`src/rtl/ifu_fetch.sv`:
```
`default_nettype none
// ============================================================================
// Module      : ifu_fetch
// Description : Instruction fetch sequencer. Issues one instruction-memory
//               request per instruction from the current PC, buffers the
//               returned word for decode, and drives the next PC (+4 or a
//               redirect target) back into the PC register. Only one
//               request is outstanding at a time. Handles redirect flush,
//               access faults and misaligned PCs.
// Revision    : 1.0 - initial release
// ============================================================================
module ifu_fetch #(
    parameter int XLEN       = 64,
    parameter int ILEN       = 32,
    parameter int INST_BYTES = 4
) (
    input  logic            clk_i,
    input  logic            rst_ni,
    input  logic [XLEN-1:0] pc_i,
    output logic [XLEN-1:0] npc_o,
    output logic            npc_we_o,
    input  logic            redirect_i,
    input  logic [XLEN-1:0] redirect_pc_i,
    output logic            imem_req_valid_o,
    input  logic            imem_req_ready_i,
    output logic [XLEN-1:0] imem_req_addr_o,
    input  logic            imem_rsp_valid_i,
    input  logic [ILEN-1:0] imem_rsp_data_i,
    input  logic            imem_rsp_err_i,
    output logic            inst_valid_o,
    input  logic            inst_ready_i,
    output logic [ILEN-1:0] inst_o,
    output logic [XLEN-1:0] inst_pc_o,
    output logic            inst_fault_o
);

    localparam logic [2:0] ST_IDLE  = 3'd0;
    localparam logic [2:0] ST_REQ   = 3'd1;
    localparam logic [2:0] ST_WAIT  = 3'd2;
    localparam logic [2:0] ST_DRAIN = 3'd3;
    localparam logic [2:0] ST_HOLD  = 3'd4;
    localparam logic [2:0] ST_FAULT = 3'd5;

    logic [2:0]      r_state;
    logic [2:0]      w_state_nxt;
    logic [ILEN-1:0] r_inst;
    logic [XLEN-1:0] r_inst_pc;
    logic            r_fault;

    logic            w_misaligned;
    logic            w_redirect;
    logic            w_seq_write;
    logic            w_cap_misaligned;
    logic            w_cap_rsp;

    assign w_misaligned = |pc_i[1:0];
    // IDLE is the post-reset bubble; a redirect there has no effect.
    assign w_redirect   = redirect_i && (r_state != ST_IDLE);
    // Decode accepted a good instruction: advance sequentially.
    assign w_seq_write  = (r_state == ST_HOLD) && inst_ready_i && !r_fault;

    // Buffer load sources; a same-cycle redirect wins and nothing is loaded.
    assign w_cap_misaligned = (r_state == ST_REQ)  && !redirect_i && w_misaligned;
    assign w_cap_rsp        = (r_state == ST_WAIT) && !redirect_i && imem_rsp_valid_i;

    // Next-state selection for the fetch sequencer.
    always_comb begin
        w_state_nxt = r_state;
        case (r_state)
            ST_IDLE: w_state_nxt = ST_REQ;
            ST_REQ: begin
                if (!redirect_i) begin
                    if (w_misaligned) begin
                        w_state_nxt = ST_HOLD;
                    end else if (imem_req_ready_i) begin
                        w_state_nxt = ST_WAIT;
                    end
                end
            end
            ST_WAIT: begin
                if (redirect_i) begin
                    // A response in the same cycle is the stale one: drop it now.
                    w_state_nxt = imem_rsp_valid_i ? ST_REQ : ST_DRAIN;
                end else if (imem_rsp_valid_i) begin
                    w_state_nxt = ST_HOLD;
                end
            end
            ST_DRAIN: begin
                // The outstanding response is discarded whenever it arrives.
                if (imem_rsp_valid_i) begin
                    w_state_nxt = ST_REQ;
                end
            end
            ST_HOLD: begin
                if (redirect_i) begin
                    w_state_nxt = ST_REQ;
                end else if (inst_ready_i) begin
                    w_state_nxt = r_fault ? ST_FAULT : ST_REQ;
                end
            end
            ST_FAULT: begin
                if (redirect_i) begin
                    w_state_nxt = ST_REQ;
                end
            end
            default: w_state_nxt = ST_IDLE;
        endcase
    end

    // State register.
    always_ff @(posedge clk_i or negedge rst_ni) begin
        if (!rst_ni) begin
            r_state <= ST_IDLE;
        end else begin
            r_state <= w_state_nxt;
        end
    end

    // Instruction buffer: loaded from a response or a misaligned-PC fault entry.
    always_ff @(posedge clk_i or negedge rst_ni) begin
        if (!rst_ni) begin
            r_inst    <= '0;
            r_inst_pc <= '0;
            r_fault   <= 1'b0;
        end else if (w_cap_misaligned) begin
            r_inst    <= '0;
            r_inst_pc <= pc_i;
            r_fault   <= 1'b1;
        end else if (w_cap_rsp) begin
            r_inst    <= imem_rsp_err_i ? '0 : imem_rsp_data_i;
            r_inst_pc <= pc_i;
            r_fault   <= imem_rsp_err_i;
        end
    end

    // Request is withdrawn only by a redirect; address follows the PC register.
    assign imem_req_valid_o = (r_state == ST_REQ) && !redirect_i && !w_misaligned;
    assign imem_req_addr_o  = pc_i;

    assign inst_valid_o = (r_state == ST_HOLD);
    assign inst_o       = r_inst;
    assign inst_pc_o    = r_inst_pc;
    assign inst_fault_o = r_fault;

    // Redirect overrides a sequential write in the same cycle.
    assign npc_we_o = w_redirect || w_seq_write;
    assign npc_o    = w_redirect ? redirect_pc_i : (r_inst_pc + XLEN'(INST_BYTES));

    // Responses are only legal while a request is outstanding.
    a_rsp_protocol: assert property (@(posedge clk_i) disable iff (!rst_ni)
        imem_rsp_valid_i |-> ((r_state == ST_WAIT) || (r_state == ST_DRAIN)));

endmodule
`default_nettype wire
```
`config.mk`:
```
export PLATFORM = sky130hd
export DESIGN_NAME = ifu_fetch
export DESIGN_NICKNAME = d
export VERILOG_FILES = /design/src/rtl/ifu_fetch.sv
export SDC_FILE = /design/constraint.sdc
export NUM_CORES = 1
export LEC_CHECK = 0
export BUFFER_PORTS_ARGS = -buffer_cell sky130_fd_sc_hd__buf_2
export CORE_AREA = 2 2 151 153
export CTS_CLUSTER_SIZE = 10
export DETAILED_ROUTE_END_ITERATION = 7
export DIE_AREA = 0 0 153 155
export PLACE_DENSITY_LB_ADDON = 0.12
export SLEW_MARGIN = 20
export SYNTH_ARGS = -nofsm -noshare
export SYNTH_HDL_FRONTEND = slang
export SYNTH_SLANG_ARGS = --single-unit
```
`constraint.sdc`:
```
create_clock -name clk_i -period 5.9 [get_ports clk_i]
set_clock_uncertainty 0.2 [all_clocks]
set_input_delay 0.295 -clock clk_i [delete_from_list [all_inputs] [get_ports clk_i]]
set_output_delay 0.295 -clock clk_i [all_outputs]
set_load 0.005 [all_outputs]
```
==> qor.yml, run 1 <==
r2r_end: "inst_pc_o[37]$_DFFE_PN0P_"
viasPerCell: 4.75
syn_inst: 667
postRouteWirelength_um: 23400
timing.hold.ws_ps: 11.2
setup_violations: 0
crit_path_end_kind: "output pin"
gp_congestion: 0.779
fill_cells: 2268
yosysTopAreaCellShare_pct: 39.8
ys_seq_area_share_pct: 39.8
num_vias: 6381
h-tree-depth: 3
ys_top_cells_by_area: "dfrtp_1 40%, mux2_2 12%, buf_4 7.6%"
whs_path_depth: 2
dp_cells: 1246
hold-path-endpoint: "inst_pc_o[55]$_DFFE_PN0P_"
tightest_slew_ps: 806
syn_avg_cell_area_um2: 9.42
slew_viol_final: 0
synth_warnings: 0
synthesis.nets: 835
synth_edf_count: 0
cts_made_buffers: 9
final_core_util_pct: 41.2
ir_worst_vdd_mv: 0.153
cts_root_buf: "clkbuf_16"
hold_path_class: "in2reg"
core_um2: 22200
cts.sinks: 100
synth_most_common_cell: "dfrtp_1"
dieArea_um2: 23700
min_period_over_period_pct: 66.7
clock_latency_ps: 350
portBuffers: 394
slew_headroom_pct: 46.3
final_cells: 1344
worst-r2r-cell-count: 5
synth.largest_area_cell: "dfrtp_1"
postRouteAntennaNets: 0
clkTransAtPathRegs_ps: 70
grt_pass1_vias: 6428
finalSetupTns_ps: 0
crit_fanout: 11
drt_iter0_drc: 214
die_y_um: 155
synth_cell_types: 42
pin_count: 395
hold_start: "pc_i[55]"
rsz0062_at_grt: "no"
wl_per_cell_um: 17.4
syn_to_final_growth_pct: 45.6
dp.final_hpwl_um: 17800
synthArstFlopShare_pct: 100
r2r_setup_slack_ps: 3100
critPathKind: "reg2out"
grt_pass1_wl_um: 35700
gr-total-overflow: 0
clockBufferDepth: 2
drc: 0
grt_max_degree: 121
rows: 55
r2r-start: "r_state[1]$_DFFE_PN0P_"
fp.dieW_um: 153
holdBufCountCts: 82
syn_area_um2: 6290
layout.nets: 1222
antenna_found_initial: 1
synthTopCellsByCount: "100 x dfrtp_1, 71 x nor2_1, 68 x mux2_2, 64 x buf_4, 49 x a21oi_1"
dr.pass1.iters: 4
status: "finished clean"
arrival_ps: 3440
max_freq_ghz: 0.254
layout_min_cycle_time_ps: 3940
drive_above_1_share_pct: 46.6
cp-start-kind: "register"
leakage_uw: 0.00441
synth_flop_cell: "dfrtp_1"
initial_core_util_pct: 28.3
cp.required_ps: 5410
cts_setup_buffers: 0
drv_cap: 0
synth_seq_cells: 100
power_density_nw_per_um2: 384
tritoncts: "done"
hold_viol: 0
cts_resized: 0
grt_util_all_layers_pct: 19.1
## through the flow
| stage | power [uW] | instance area, um^2 | setup WS, ps |
|---|---|---|---|
| global placement | 2940 | 8050 | 2420 |
| floorplan | 2140 | 6290 | 3240 |
| CTS | 3590 | 9150 | 1940 |
| detailed placement | 2950 | 8050 | 2340 |
| global route | 3820 | 9160 | 1710 |
| finish | 3520 | 9160 | 1960 |
## how the worst max path moves through the flow
stage                                         from   endpoint  slack (ps)  depth (start not counted)
after floorplan           inst_pc_o[2]$_DFFE_PN0P_  npc_o[56]        3240                          8
after global placement    inst_pc_o[2]$_DFFE_PN0P_  npc_o[60]        2420                          7
after detailed placement  inst_pc_o[2]$_DFFE_PN0P_  npc_o[60]        2340                          7
after CTS                 inst_pc_o[2]$_DFFE_PN0P_  npc_o[60]        1940                          7
after global routing      inst_pc_o[2]$_DFFE_PN0P_  npc_o[60]        1710                          7
final                     inst_pc_o[2]$_DFFE_PN0P_  npc_o[60]        1960                          7
## cell families after synthesis
logic type               Yosys count  share of synthesized area [%]
adder cells (fa/ha/maj)            1                          0.199
XOR/XNOR                          44                           6.13
multiplexers                      68                           12.2
AND/OR/NAND/NOR                  218                           18.5
flip-flops                       100                           39.8
AO/OA/AOI/OAI                    122                           12.5
buffers and inverters            114                           10.7
## critical path: stages, from the launching register on
cell and delay (ps):
dfrtp_1 420, ha_1 220, and4_1 360, and4_1 590
nand4_1 600, or4_1 600, a31oi_1 180, buf_2 130
## where the power goes
| group | internal (uW) | switching [uW] | total (uW) |
|---|---|---|---|
| registers | 926 | 423 | 1350 |
| clock network | 293 | 284 | 577 |
| logic | 847 | 745 | 1590 |
## routing by layer
layer | GRT usage, % | vias to the layer above | wire length [um]
met4 | 3.97 | 0 | 284
met5 | 0 | - | 0
met1 | 22.1 | 2990 | 9390
met2 | 35.2 | 253 | 12000
li1 | - | 3122 | -
met3 | 5.54 | 16 | 1640
## state kept, by name, summed over array words and instances (netlist names)
register and count:
inst_pc_o 64, inst_o 32, r_state 3, inst_fault_o 1
## cell type report
cell class | count | area, um^2 | share of cell area [%]
antenna | 1 | 2.50 | 0.0273
clock buffer | 9 | 225 | 2.46
clock inverter | 6 | 56.3 | 0.615
inverter | 10 | 37.5 | 0.410
multi-input combinational | 453 | 3140 | 34.3
sequential | 100 | 2500 | 27.3
tap | 285 | 357 | 3.90
timing repair buffer | 480 | 2840 | 31.0
## cell usage in the layout, fill, tap and decap left out, types with 18 or more instances in the layout
cell	instances
xor2_1	27
a21oi_1	49
dfrtp_1	100
buf_2	393
nor2_1	71
a22o_1	32
dlygate4sd3_1	82
nand4_1	29
nand2_1	21
nand3_1	23
mux2_2	68
a31oi_1	18
Power figures use the tool's default switching activity.
==> inputs of run 2 (changes only) <==
--- a/config.mk
+++ b/config.mk
@@ -5,11 +5,12 @@
 export SDC_FILE = /design/constraint.sdc
 export NUM_CORES = 1
 export LEC_CHECK = 0
+export ABC_AREA = 1
 export BUFFER_PORTS_ARGS = -buffer_cell sky130_fd_sc_hd__buf_2
-export CORE_AREA = 2 2 151 153
+export CORE_AREA = 2 2 155 157
 export CTS_CLUSTER_SIZE = 10
 export DETAILED_ROUTE_END_ITERATION = 7
-export DIE_AREA = 0 0 153 155
+export DIE_AREA = 0 0 157 159
 export PLACE_DENSITY_LB_ADDON = 0.12
 export SLEW_MARGIN = 20
 export SYNTH_ARGS = -nofsm -noshare
==> constraint.sdc (replaced) <==
create_clock -name clk_i -period 3.3 [get_ports clk_i]
set_clock_uncertainty 0.2 [all_clocks]
set_input_delay 0.165 -clock clk_i [delete_from_list [all_inputs] [get_ports clk_i]]
set_output_delay 0.165 -clock clk_i [all_outputs]
set_load 0.005 [all_outputs]
==> qor.yml, run 2 <==
synth_warnings: 0
slew_viol_final: 0
gp_congestion: 0.913
antenna_found_initial: 0
grt_util_all_layers_pct: 24.1
wl_per_cell_um: 17.1
max_freq_ghz: 0.350
ys_seq_area_share_pct: 35.8
dp_cells: 1671
yosysTopAreaCellShare_pct: 35.8
cts_made_buffers: 9
drive_above_1_share_pct: 30.3
critPathSlowestCell: "dfrtp_1"
rsz0062_at_grt: "no"
portBuffers: 394
grt_pass1_vias: 8093
drv_cap: 0
clock_latency_ps: 360
drc: 0
synth_edf_count: 0
viasPerCell: 4.64
synthesis.nets: 1214
pin_count: 395
mostFrequentLayoutCells: "393 x buf_2, 377 x nand2_1, 122 x nor2_1"
crit_fanout: 5
layout_min_cycle_time_ps: 2860
postRouteWirelength_um: 30600
leakage_uw: 0.00525
critPathKind: "reg2out"
largest_reg_flops: 64
dr.pass1.iters: 6
finalSetupTns_ps: 0
synth_cell_types: 27
slew_headroom_pct: 45.6
dp.final_hpwl_um: 23900
gr-total-overflow: 0
tightest_slew_ps: 816
syn_inst: 1046
initial_core_util_pct: 30.2
layout.nets: 1632
postRouteAntennaNets: 0
fp.dieW_um: 157
synth_seq_cells: 100
syn_to_final_growth_pct: 43.8
timing.hold.ws_ps: 65.4
synth.largest_area_cell: "dfrtp_1"
final_core_util_pct: 43.4
design_area_um2: 10100
synth_most_common_cell: "nand2_1"
grt_max_degree: 83
synthArstFlopShare_pct: 100
status: "finished clean"
max_stage_delay_ps: 500
grt_pass1_wl_um: 45700
synthTopCellsByCount: "377 x nand2_1, 122 x nor2_1, 100 x dfrtp_1, 85 x inv_1, 84 x o21ai_0"
rows: 56
crit_path_end_kind: "output pin"
power_density_nw_per_um2: 673
dieArea_um2: 25000
final_common_cell: "buf_2"
arrival_ps: 2490
clockBufferDepth: 2
min_period_over_period_pct: 86.5
cpMostUsedCell: "nand2_1"
num_vias: 8292
setup_violations: 0
clkTransAtPathRegs_ps: 80
cts_root_buf: "clkbuf_16"
cp-start-kind: "register"
ys_top_cells_by_area: "dfrtp_1 36%, nand2_1 20%, buf_4 7.4%"
drt_iter0_drc: 423
tritoncts: "done"
h-tree-depth: 3
multiInputGateArea_um2: 3460
seq_area_um2: 2500
synth_flop_cell: "dfrtp_1"
cts.sinks: 100
final_cells: 1788
core_um2: 23200
die_y_um: 159
hold_path_class: "in2reg"
cp.required_ps: 2930
placed_cell_area_um2: 8750
hold_viol: 0
cts_resized: 0
ir_worst_vdd_mv: 0.380
insertedDiodeCount: 0
syn_area_um2: 6990
fill_cells: 2443
crit_chain: "nand2_1 > nor2_1 > nand2_1 > nor2_1 > nand2_1 > xor2_1 > o21ai_0 > buf_2"
syn_avg_cell_area_um2: 6.69
-- run 2: metrics by stage --
stage	total power (uW)	setup WS [ps]
final	6770	444
after detailed placement	5620	857
after CTS	6840	456
after floorplan	3930	1450
after global routing	7330	268
after global placement	5620	858
-- run 2: layout make-up --
class	count	area share [%]
Sequential cell	100	24.9
Inverter	91	3.40
Clock inverter	7	0.672
Timing Repair Buffer	505	30.5
Multi-Input combinational cell	757	34.4
Clock buffer	9	2.24
Tap cell	319	3.97
-- run 2: per-layer routing --
layer  wire length, um  track usage [%]  up-vias
met1             13100             31.2     3761
met4               926             8.92        0
met3              2000             3.24       55
met2             14600             40.8      369
li1                  -                -     4107
met5                 0                0        -
-- run 2: cell families (layout without fill, tap and decap cells) --
logic type | after synthesis | after routing | share of synthesized area, %
compound gates | 143 | 143 | 12.1
xor+xnor | 20 | 20 | 2.50
fa+ha+maj | 1 | 1 | 0.179
buf+inv | 189 | 612 | 14.9
flops | 100 | 100 | 35.8
simple gates | 593 | 593 | 34.5
-- run 2: power breakdown --
| part | total [uW] | internal [uW] | switching, uW |
|---|---|---|---|
| Clock | 1100 | 535 | 568 |
| Combinational | 3250 | 1350 | 1900 |
| Sequential | 2420 | 1710 | 716 |
| Total | 6770 | 3590 | 3180 |
-- run 2: worst paths after layout --
check	start	end	slack [ps]	depth (start not counted)
setup / recovery	inst_pc_o[12]$_DFFE_PN0P_	npc_o[23]	440	8
hold / removal	imem_req_ready_i	r_state[1]$_DFFE_PN0P_	70	5
setup reg to reg	r_state[2]$_DFFE_PN0P_	inst_pc_o[47]$_DFFE_PN0P_	1160	8
hold reg to reg	inst_o[5]$_DFFE_PN0P_	inst_o[5]$_DFFE_PN0P_	300	1
max in group asynchronous	rst_ni	inst_o[13]$_DFFE_PN0P_	1890	3
min in group asynchronous	rst_ni	inst_pc_o[0]$_DFFE_PN0P_	210	2
-- run 2: what timing repair did --
action | in CTS | in global routing
setup buffers | 0 | 0
hold endpoints to repair | 172 | 0
hold buffers | 101 | 0
-- run 2: worst max-delay path, delay by kind of cell, from the launching register on --
kind	cells	cell delay (ps)
buffers and inverters	1	180
XOR/XNOR	1	190
flip-flops	1	500
AND/OR/NAND/NOR	5	990
AO/OA/AOI/OAI	1	270
